<file path="src/rtl/instr_fetch_unit.sv">
// instr_fetch_unit: PC owner and instruction fetch/decode front end for the
// multi-cycle MIPS-subset datapath.
//
// Optional feature macro: FETCH_TIMEOUT_EN. When defined, a fetch that waits
// TIMEOUT cycles without imem_ack parks the unit in FAULT and raises the
// sticky fetch_fault flag. When undefined, REQ waits indefinitely and
// fetch_fault is tied low.
//
// Fetch handshake: while in REQ, imem_req is held high and imem_addr (= PC)
// is held stable. A transfer happens on a rising edge where imem_req and
// imem_ack are both high. imem_rdata is captured into IR on that edge.
// imem_ack is ignored whenever imem_req is low.
//
// The state is exposed on dbg_state (IDLE=0, REQ=1, HOLD=2, FAULT=3).
module instr_fetch_unit #(
  parameter logic [31:0] RESET_PC = 32'h0000_0000,
  parameter int unsigned TIMEOUT  = 15
) (
  input  logic        clk,
  input  logic        rst_n,
  input  logic        pc_en,
  input  logic [1:0]  pc_sel,
  input  logic        branch_taken,
  input  logic [31:0] reg_target,
  output logic        imem_req,
  output logic [31:0] imem_addr,
  input  logic        imem_ack,
  input  logic [31:0] imem_rdata,
  output logic [5:0]  opcode,
  output logic [4:0]  rs,
  output logic [4:0]  rt,
  output logic [4:0]  rd,
  output logic [15:0] imm16,
  output logic [25:0] jaddr,
  output logic [31:0] pc_plus4,
  output logic        instr_valid,
  output logic        fetch_fault,
  output logic [1:0]  dbg_state
);

  typedef enum logic [1:0] {
    S_IDLE  = 2'd0,
    S_REQ   = 2'd1,
    S_HOLD  = 2'd2,
    S_FAULT = 2'd3
  } state_t;

  state_t      state;
  logic [31:0] pc;
  logic [31:0] ir;
  logic [31:0] next_pc;
  logic [31:0] br_off;
  logic        tmo_hit;

  assign imem_addr = pc;
  assign pc_plus4  = pc + 32'd4;
  assign dbg_state = state;

  // Field decode straight off IR; fields only move when IR captures a word.
  assign rs     = ir[25:21];
  assign rt     = ir[20:16];
  assign rd     = ir[15:11];
  assign imm16  = ir[15:0];
  assign jaddr  = ir[25:0];
  // R-type words carry their operation in funct, so present that instead.
  assign opcode = (ir[31:26] != 6'b000000) ? ir[31:26] : ir[5:0];

  // Next-PC selection; all arithmetic wraps modulo 2^32.
  always_comb begin
    br_off  = {{14{ir[15]}}, ir[15:0], 2'b00};
    next_pc = pc_plus4;
    case (pc_sel)
      2'b00:   next_pc = branch_taken ? (pc_plus4 + br_off) : pc_plus4;
      2'b01:   next_pc = {pc_plus4[31:28], ir[25:0], 2'b00};
      2'b10:   next_pc = reg_target;
      default: next_pc = pc;
    endcase
  end

`ifdef FETCH_TIMEOUT_EN
  logic [7:0] tmo_cnt;
  logic       fault_q;

  // Fires in the REQ cycle whose missing ack would make the TIMEOUT-th miss.
  assign tmo_hit = ({1'b0, tmo_cnt} + 9'd1) >= TIMEOUT[8:0];

  // Miss counter: cleared on every entry to REQ, counts REQ cycles without ack.
  always_ff @(posedge clk or negedge rst_n) begin
    if (!rst_n) begin
      tmo_cnt <= 8'd0;
      fault_q <= 1'b0;
    end else begin
      if (state == S_IDLE || (state == S_HOLD && pc_en)) begin
        tmo_cnt <= 8'd0;
      end else if (state == S_REQ && !imem_ack) begin
        tmo_cnt <= tmo_cnt + 8'd1;
      end
      if (state == S_REQ && !imem_ack && tmo_hit) begin
        fault_q <= 1'b1;
      end
    end
  end

  assign fetch_fault = fault_q;
`else
  assign tmo_hit     = 1'b0;
  assign fetch_fault = 1'b0;
`endif

  // Fetch FSM with registered imem_req / instr_valid; owns PC and IR.
  always_ff @(posedge clk or negedge rst_n) begin
    if (!rst_n) begin
      state       <= S_IDLE;
      pc          <= RESET_PC;
      ir          <= 32'd0;
      imem_req    <= 1'b0;
      instr_valid <= 1'b0;
    end else begin
      case (state)
        S_IDLE: begin
          state    <= S_REQ;
          imem_req <= 1'b1;
        end
        S_REQ: begin
          if (imem_ack) begin
            ir          <= imem_rdata;
            state       <= S_HOLD;
            imem_req    <= 1'b0;
            instr_valid <= 1'b1;
          end else if (tmo_hit) begin
            state    <= S_FAULT;
            imem_req <= 1'b0;
          end
        end
        S_HOLD: begin
          if (pc_en) begin
            pc          <= next_pc;
            state       <= S_REQ;
            imem_req    <= 1'b1;
            instr_valid <= 1'b0;
          end
        end
        default: begin
          imem_req    <= 1'b0;
          instr_valid <= 1'b0;
        end
      endcase
    end
  end

endmodule
</file>
<file path="config.mk">
export PLATFORM = sky130hd
export DESIGN_NAME = instr_fetch_unit
export DESIGN_NICKNAME = d
export VERILOG_FILES = /design/src/rtl/instr_fetch_unit.sv
export SDC_FILE = /design/constraint.sdc
export NUM_CORES = 1
export LEC_CHECK = 0
export BUFFER_PORTS_ARGS = -buffer_cell sky130_fd_sc_hd__buf_2
export CAP_MARGIN = 20
export CORE_MARGIN = 1
export CORE_UTILIZATION = 52
export CTS_CLUSTER_DIAMETER = 80
export DETAILED_ROUTE_END_ITERATION = 7
export GPL_TIMING_DRIVEN = 0
export PLACE_DENSITY = 0.87
export SLEW_MARGIN = 20
export SYNTH_ARGS = -nofsm -noshare
export SYNTH_HDL_FRONTEND = slang
export SYNTH_SLANG_ARGS = --single-unit
</file>
<file path="constraint.sdc">
create_clock -name clk -period 4.55 [get_ports clk]
set_input_delay 0.6825 -clock clk [delete_from_list [all_inputs] [get_ports clk]]
set_output_delay 0.6825 -clock clk [all_outputs]
set_load 0.05 [all_outputs]
</file>
Yosys cells after proc, flatten, opt, wreduce, memory -nomap -nowiden
Index checks and enable logic that the tools add are counted.
{"block": "totals", "ff_bits": 68, "out_inout_bits": 132, "word_cells": 36}
{"block": "op_classes", "n_addsub": 2, "eq_ne": 6, "mux": 12, "bitwise": 1, "n_reduce_logical": 10}
{"op": "case mux 32 bit (3 select lines)", "n": 1}
{"op": "adder 32 x 3 -> 32 bit, second input constant", "n": 1}
{"op": "adder 32 bit", "n": 1}
{"op": "two-way mux 32 bit", "n": 1}
{"op": "AND reduction 3 bit", "n": 3}
{"op": "two-way mux 6 bit", "n": 1}
{"op": "case mux 1 bit (3 select lines)", "n": 2}
{"op": "case mux 2 bit (3 select lines)", "n": 1}
{"op": "nonzero test 3 bit", "n": 2}
{"op": "nonzero test 6 bit", "n": 1}
{"op": "== test 2 x 1 -> 1 bit, second input constant", "n": 2}
{"op": "== test 2 bit, second input constant", "n": 2}
{"op": "logical NOT 2 bit", "n": 2}
{"op": "two-way mux 1 bit", "n": 4}
{"op": "two-way mux 2 bit", "n": 2}
{"op": "!= test 2 bit, second input constant", "n": 2}
{"op": "AND reduction 2 bit", "n": 2}
{"op": "inverter 1 bit", "n": 1}

Depth between registers and ports, before layout
Gate-level depths: netlist of the first run.
{"block": "depth", "depth_word": 4, "depth_mapped": 18, "mapped_depth_nobuf": 18}

Least setup slack after synthesis of the first run
OpenSTA, ideal clock, no wires.
{"block": "synth_timing", "path_type": "register to register", "startpoint": "register pc[2] (netlist: imem_addr[2])", "endpoint": "register pc[31] (netlist: imem_addr[31])", "setup_time_ns": 0.070, "arrival_time_ns": 4.609, "t_required_ns": 4.480, "slack_ns": -0.130, "path_stages_with_launch": 19, "n_path_buf": 0, "period_less_slack_ns": 4.680, "cell_sequence": "dfrtp_1 ha_1 nand2_1 nor2_1 and3_1 and2_1 nand2_1 xnor2_1 ha_1 a21oi_1 o21bai_1 a21oi_1 nor2_1 nor4_1 nor3_1 or3_1 a21o_1 a21oi_1 nand3b_1"}
{"block": "synth_via", "elab_chain_cells": 4}
{"item": "start, declared", "line": "49", "rtl": "logic [31:0] pc;"}
{"item": "start signal, assigned", "line": "137", "rtl": "pc <= next_pc;"}
{"item": "adder 32 x 3 -> 32 bit", "line": "56", "rtl": "assign pc_plus4 = pc + 32'd4;"}
{"item": "named net pc_plus4[24]", "line": "35", "rtl": "output logic [31:0] pc_plus4,"}
{"item": "adder 32 bit", "line": "73", "rtl": "2'b00: next_pc = branch_taken ? (pc_plus4 + br_off) : pc_plus4;"}
{"item": "two-way mux 32 bit", "line": "73"}
{"item": "case mux 32 bit (3 select lines)", "line": "72", "rtl": "case (pc_sel)"}
The timed path passes the listed nets, and every way through them passes these cells.
A chain may end at the register's enable or synchronous reset.

Worst setup path after layout of the first run
{"block": "layout_timing", "startpoint": "register pc[2] (netlist: imem_addr[2])", "endpoint": "register pc[31] (netlist: imem_addr[31])"}
{"block": "layout_via", "elab_chain_cells": 4}
{"item": "adder 32 x 3 -> 32 bit *", "line": "56"}
{"item": "adder 32 bit", "line": "73"}
{"item": "two-way mux 32 bit", "line": "73"}
{"item": "case mux 32 bit (3 select lines) *", "line": "72"}
Mark *: on every way between the ends. The rest lies on a longest branch, timed or not.

==> results.toml, run 1 <==
[logic_synthesis]
ys_warn_count = 0
synth_compound_area_frac = 0.253
yosysTopAreaCell = "dfrtp_1"
synth-simple-area-share = 0.130
async_reset_ff_frac = 1.00
synthXorXnorAreaFrac = 0.0734
ys_seq_elements = 68
syn_inst = 686
synth_common_cells = "68 x dfrtp_1, 66 x nand2_1, 60 x buf_4"
synth_top_family_by_area = "compound AO/OA/AOI/OAI gates"
synth_ff_type = "dfrtp_1"
syn_avg_cell_area_um2 = 8.70
ys_types = 62
synth-edff-count = 0
synth_top_area_frac = 0.285
synth_area_um2 = 5970
syn_nets = 795
yosysSeqAreaShare = 0.285
synthAdderAreaFrac = 0.0809
synthTopCellsByArea = "dfrtp_1 29%, ha_1 7.8%, buf_4 7.5%"
yosysMostFrequentCell = "dfrtp_1"
synth.area.mux_share = 0.0709

[timing]
fmax_mhz = 233
fin_ws_ps = 252
fin_crit_ps = 4300
drv_slew = 0
fin_hold_ws_ps = 261
setup_viol_count_final = 0
finalClockSkew_ps = 10.0
max-slew-margin-rel = 0.382
worstMarginPinSlew_ps = 926
finalCritPeriodShare = 0.945
hold_viol = 0
rsz0062_at_grt = "no"

[route]
drc = 0
routed_wl_um = 18500
routed-wl-met3_um = 1740
drtIter0Drc = 455
vias = 6127
dr_wl_met2_um = 8830
met1_length_um = 7520
drt_pre_antenna_iters = 5
detail-route-antenna-nets = 0
via_per_inst = 5.87
routedWlPerCell_um = 17.7
maxUsedRoutingLayer = "met4"

[grt]
grtUsageTotal = 0.314
grt_first_pass_wirelength_um = 28600
grt_pass1_vias = 5610
antenna_found_initial = 0
grt_max_degree = 41
grt_overflow = 0

[floorplan]
die_area_um2 = 11900
ioPinCount = 203
die_h_um = 109
die_w_um = 109
initial_utilization = 0.541
rows = 38
core_area_um2 = 11000

[placement]
io_buffers = 201
hpwl_um = 14100
place_ws_ps = 204
gp_congestion = 0.999

[clock_tree]
clockBufferDepth = 2
clkSinkCount = 68
cts_hold_buf = 0
cts-root-buf = "clkbuf_16"
clk_pin_slew_ps = 70
cts_setup_buffers = 0
cts_inserted_buffers = 9
cts_tree = "built"
htree_levels = 3
clk_latency_ps = 340

[worst_setup_path]
cp.arrival_ps = 4510
crit_path_end_kind = "flip-flop"
cp_max_fo = 8
worst_setup_path_start_kind = "flip-flop"
required_ps = 4770
critical_path_class = "flip-flop to flip-flop"

[final_layout]
final_nets = 1008
n_antenna_cell = 0
syn_to_final_growth_pct = 26.2
drive_gt1_frac = 0.368

[run]
drv_cap = 0

[run_status]
status = "finished clean"

[min_path]
hp-class = "primary input to async pin"
-- layer usage --
metal | vias to the layer above | global-route usage
met5 | - | 0
met4 | 0 | 0.105
met3 | 41 | 0.0592
met2 | 333 | 0.516
met1 | 2872 | 0.414
li1 | 2881 | -
-- registers in the layout, indices dropped and copies added, names as in the netlist --
register and cells:
instr_valid 1, dbg_state 2, ir 32, imem_addr 32, imem_req 1
-- path summary, 6_finish.rpt --
kind                                    from       endpoint  slack [ps]  depth (start not counted)
worst max register to register  imem_addr[2]  imem_addr[31]         250                         17
min in group clk                 instr_valid    instr_valid         510                          2
worst min-delay path                   rst_n          ir[4]         260                          1
worst min register to register   instr_valid    instr_valid         510                          2
max in group asynchronous              rst_n  imem_addr[25]        3720                          2
worst max-delay path            imem_addr[2]  imem_addr[31]         250                         17
-- worst max-delay path: stages (launching register included) --
cell and delay (ps):
dfrtp_1 500, ha_1 290, nand2_1 100, nor2_2 270
and3_1 400, nand2_1 150, xnor2_2 170, ha_1 280
clkbuf_1 320, nand3_1 140, or3_1 350, nor3_2 170
o21ai_2 110, a2111oi_4 380, or3_1 190, a21o_1 130
a21oi_1 60, nand3b_1 150
-- cell usage in the layout (no fill, tap or decap), types with 5 or more instances in the layout --
cell type and count:
a21o_1 30, nor2_1 39, o21a_1 5, o221ai_1 9
a221o_1 9, xnor2_2 6, a21oi_1 39, xor2_1 17
and3_1 12, clkbuf_1 33, o21ai_0 38, a211oi_1 15
nand3_1 19, nand2_1 66, inv_1 14, a221oi_1 15
buf_4 61, mux2_2 34, buf_2 200, dfrtp_1 68
o21bai_1 6, clkbuf_16 9, a22oi_1 7, nand4_1 7
xnor2_1 27, a31oi_1 7, ha_1 37
-- kinds of logic after synthesis --
| family | count (synthesis) |
|---|---|
| multiplexers | 38 |
| adder cells (fa/ha/maj) | 38 |
| buffers and inverters | 109 |
| AND/OR/NAND/NOR | 169 |
| other | 1 |
| AO/OA/AOI/OAI | 213 |
| flip-flops | 68 |
| XOR/XNOR | 50 |
-- final cells by class --
type                       count  area (µm²)
inverter                      14        52.6
clock buffer                  10         239
tap                          140         175
clock inverter                 6        71.3
sequential                    68        1700
buffer                        95         582
fill                         954        3500
multi-input combinational    509        3680
timing repair buffer         202        1030
-- stage by stage --
| step | TNS [ps] | area [µm²] | cells | util |
|---|---|---|---|---|
| 2_1_floorplan | -62.4 | 6010 | 686 | - |
| 3_3_place_gp | 0 | 7190 | 1027 | 0.652 |
| 3_5_place_dp | 0 | 7220 | 1028 | 0.654 |
| 4_1_cts | 0 | 7530 | 1044 | 0.682 |
| 5_1_grt | 0 | 7530 | 1044 | 0.683 |
| 6_report | 0 | 7530 | 1044 | 0.683 |
-- timing repair --
| item | in CTS | in global routing |
|---|---|---|
| resized for setup | 0 | 2 |
| setup endpoints to repair | 0 | 3 |
| hold endpoints to repair | 0 | 0 |
Power of run 1 is not shown: default switching activity piles up to over one toggle a cycle in this logic, so the estimate is an artifact.
==> run 2, diff against run 1 <==
- CORE_ASPECT_RATIO: not set -> 0.6
- CORE_UTILIZATION: 52 -> 45
- PLACE_DENSITY: 0.87 -> 0.78
==> results.toml, run 2 (synthesis results as in run 1) <==
[final_layout]
mostFrequentLayoutCell = "buf_2"
multiInputGateArea_um2 = 3690
layout_common_cells = "200 x buf_2, 68 x dfrtp_1, 66 x nand2_1, 61 x buf_4"
regArea_um2 = 1700
drive_gt1_frac = 0.371
postLayoutCoreUtil = 0.589
fin_cells = 1074
final_nets = 1008
fillCellCount = 1188
n_antenna_cell = 0
syn_to_final_growth_pct = 27.2

[grt]
grtUsageTotal = 0.294
grt_overflow = 0
grt_first_pass_wirelength_um = 31000
antenna_found_initial = 1
grt_pass1_vias = 5712
grt_max_degree = 39

[placement]
io_buffers = 201
place_ws_ps = 126
hpwl_um = 15400
place_inst = 1058
gp_congestion = 0.959

[route]
vias = 6095
detail-route-antenna-nets = 0
drc = 0
via_per_inst = 5.68
routed_wl_um = 19800
drt_pre_antenna_iters = 5
drtIter0Drc = 494
routedWlPerCell_um = 18.4

[floorplan]
die_h_um = 91.2
ioPinCount = 203
die_w_um = 151
core_area_um2 = 12900
die_area_um2 = 13700
rows = 32
initial_utilization = 0.463

[clock_tree]
ctsResizeCount = 0
clockBufferDepth = 2
cts_tree = "built"
cts_inserted_buffers = 9
htree_levels = 3
clk_latency_ps = 340
clk_pin_slew_ps = 60
cts_hold_buf = 0
cts-root-buf = "clkbuf_16"
cts_setup_buffers = 0
clkSinkCount = 68

[timing]
worstMarginPinSlew_ps = 926
fmax_mhz = 233
drv_slew = 0
fin_crit_ps = 4300
rsz0062_at_grt = "no"
fin_hold_ws_ps = 278
finalCritPeriodShare = 0.944
max-slew-margin-rel = 0.383
hold_viol = 0
finalClockSkew_ps = 8.65
setup_viol_count_final = 0
fin_ws_ps = 254

[worst_setup_path]
cp.arrival_ps = 4530
cpPeakStageDelay_ps = 490
required_ps = 4790
critical_path_class = "flip-flop to flip-flop"
path_delay_family = "compound AO/OA/AOI/OAI gates"
crit_path_end_kind = "flip-flop"
cp_cell_sequence = "ha_1, nand2_1, nor2_2, nand3_1, xnor2_2, ha_1, nand4_1, o22a_1, a41o_1, nor2_2, a21oi_2, a31oi_2, a221o_1, mux2i_1, nor2_1, o41ai_2"
cp_max_fo = 7
worst_setup_path_start_kind = "flip-flop"
path_buf_inv = 0
cp_slowest_cell = "dfrtp_1"

[min_path]
hp-class = "primary input to async pin"

[run]
drv_cap = 0

[run_status]
status = "finished clean"
[run 2: layer usage]
layer | routed length [µm] | vias to the layer above | track usage
met2 | 8140 | 349 | 0.421
met5 | 8 | - | 0
met3 | 2270 | 36 | 0.0864
met1 | 9090 | 2824 | 0.430
met4 | 302 | 2 | 0.0667
li1 | - | 2884 | -
[run 2: worst paths after layout]
path,to,start,slack (ps),depth (start not counted)
min in group clk,ir[30],ir[30],530,1
max,imem_addr[29],imem_addr[2],250,16
max in group asynchronous,ir[26],rst_n,3700,2
max reg2reg,imem_addr[29],imem_addr[2],250,16
min reg2reg,ir[30],ir[30],530,1
min,imem_addr[16],rst_n,280,1
[run 2: layout make-up]
cell class	count	area share
tap	170	0.0280
sequential	68	0.224
timing repair buffer	202	0.135
multi-input combinational	509	0.486
buffer	95	0.0766
clock inverter	7	0.0132
clock buffer	9	0.0297
inverter	14	0.00692
[run 2: through the flow]
step / TNS, ps / area (µm²)
2_1_floorplan: -62.4 / 6010
3_3_place_gp: 0 / 7230
3_5_place_dp: 0 / 7250
4_1_cts: 0 / 7580
5_1_grt: 0 / 7590
6_report: 0 / 7590
Power of run 2 is left out for the same reason.
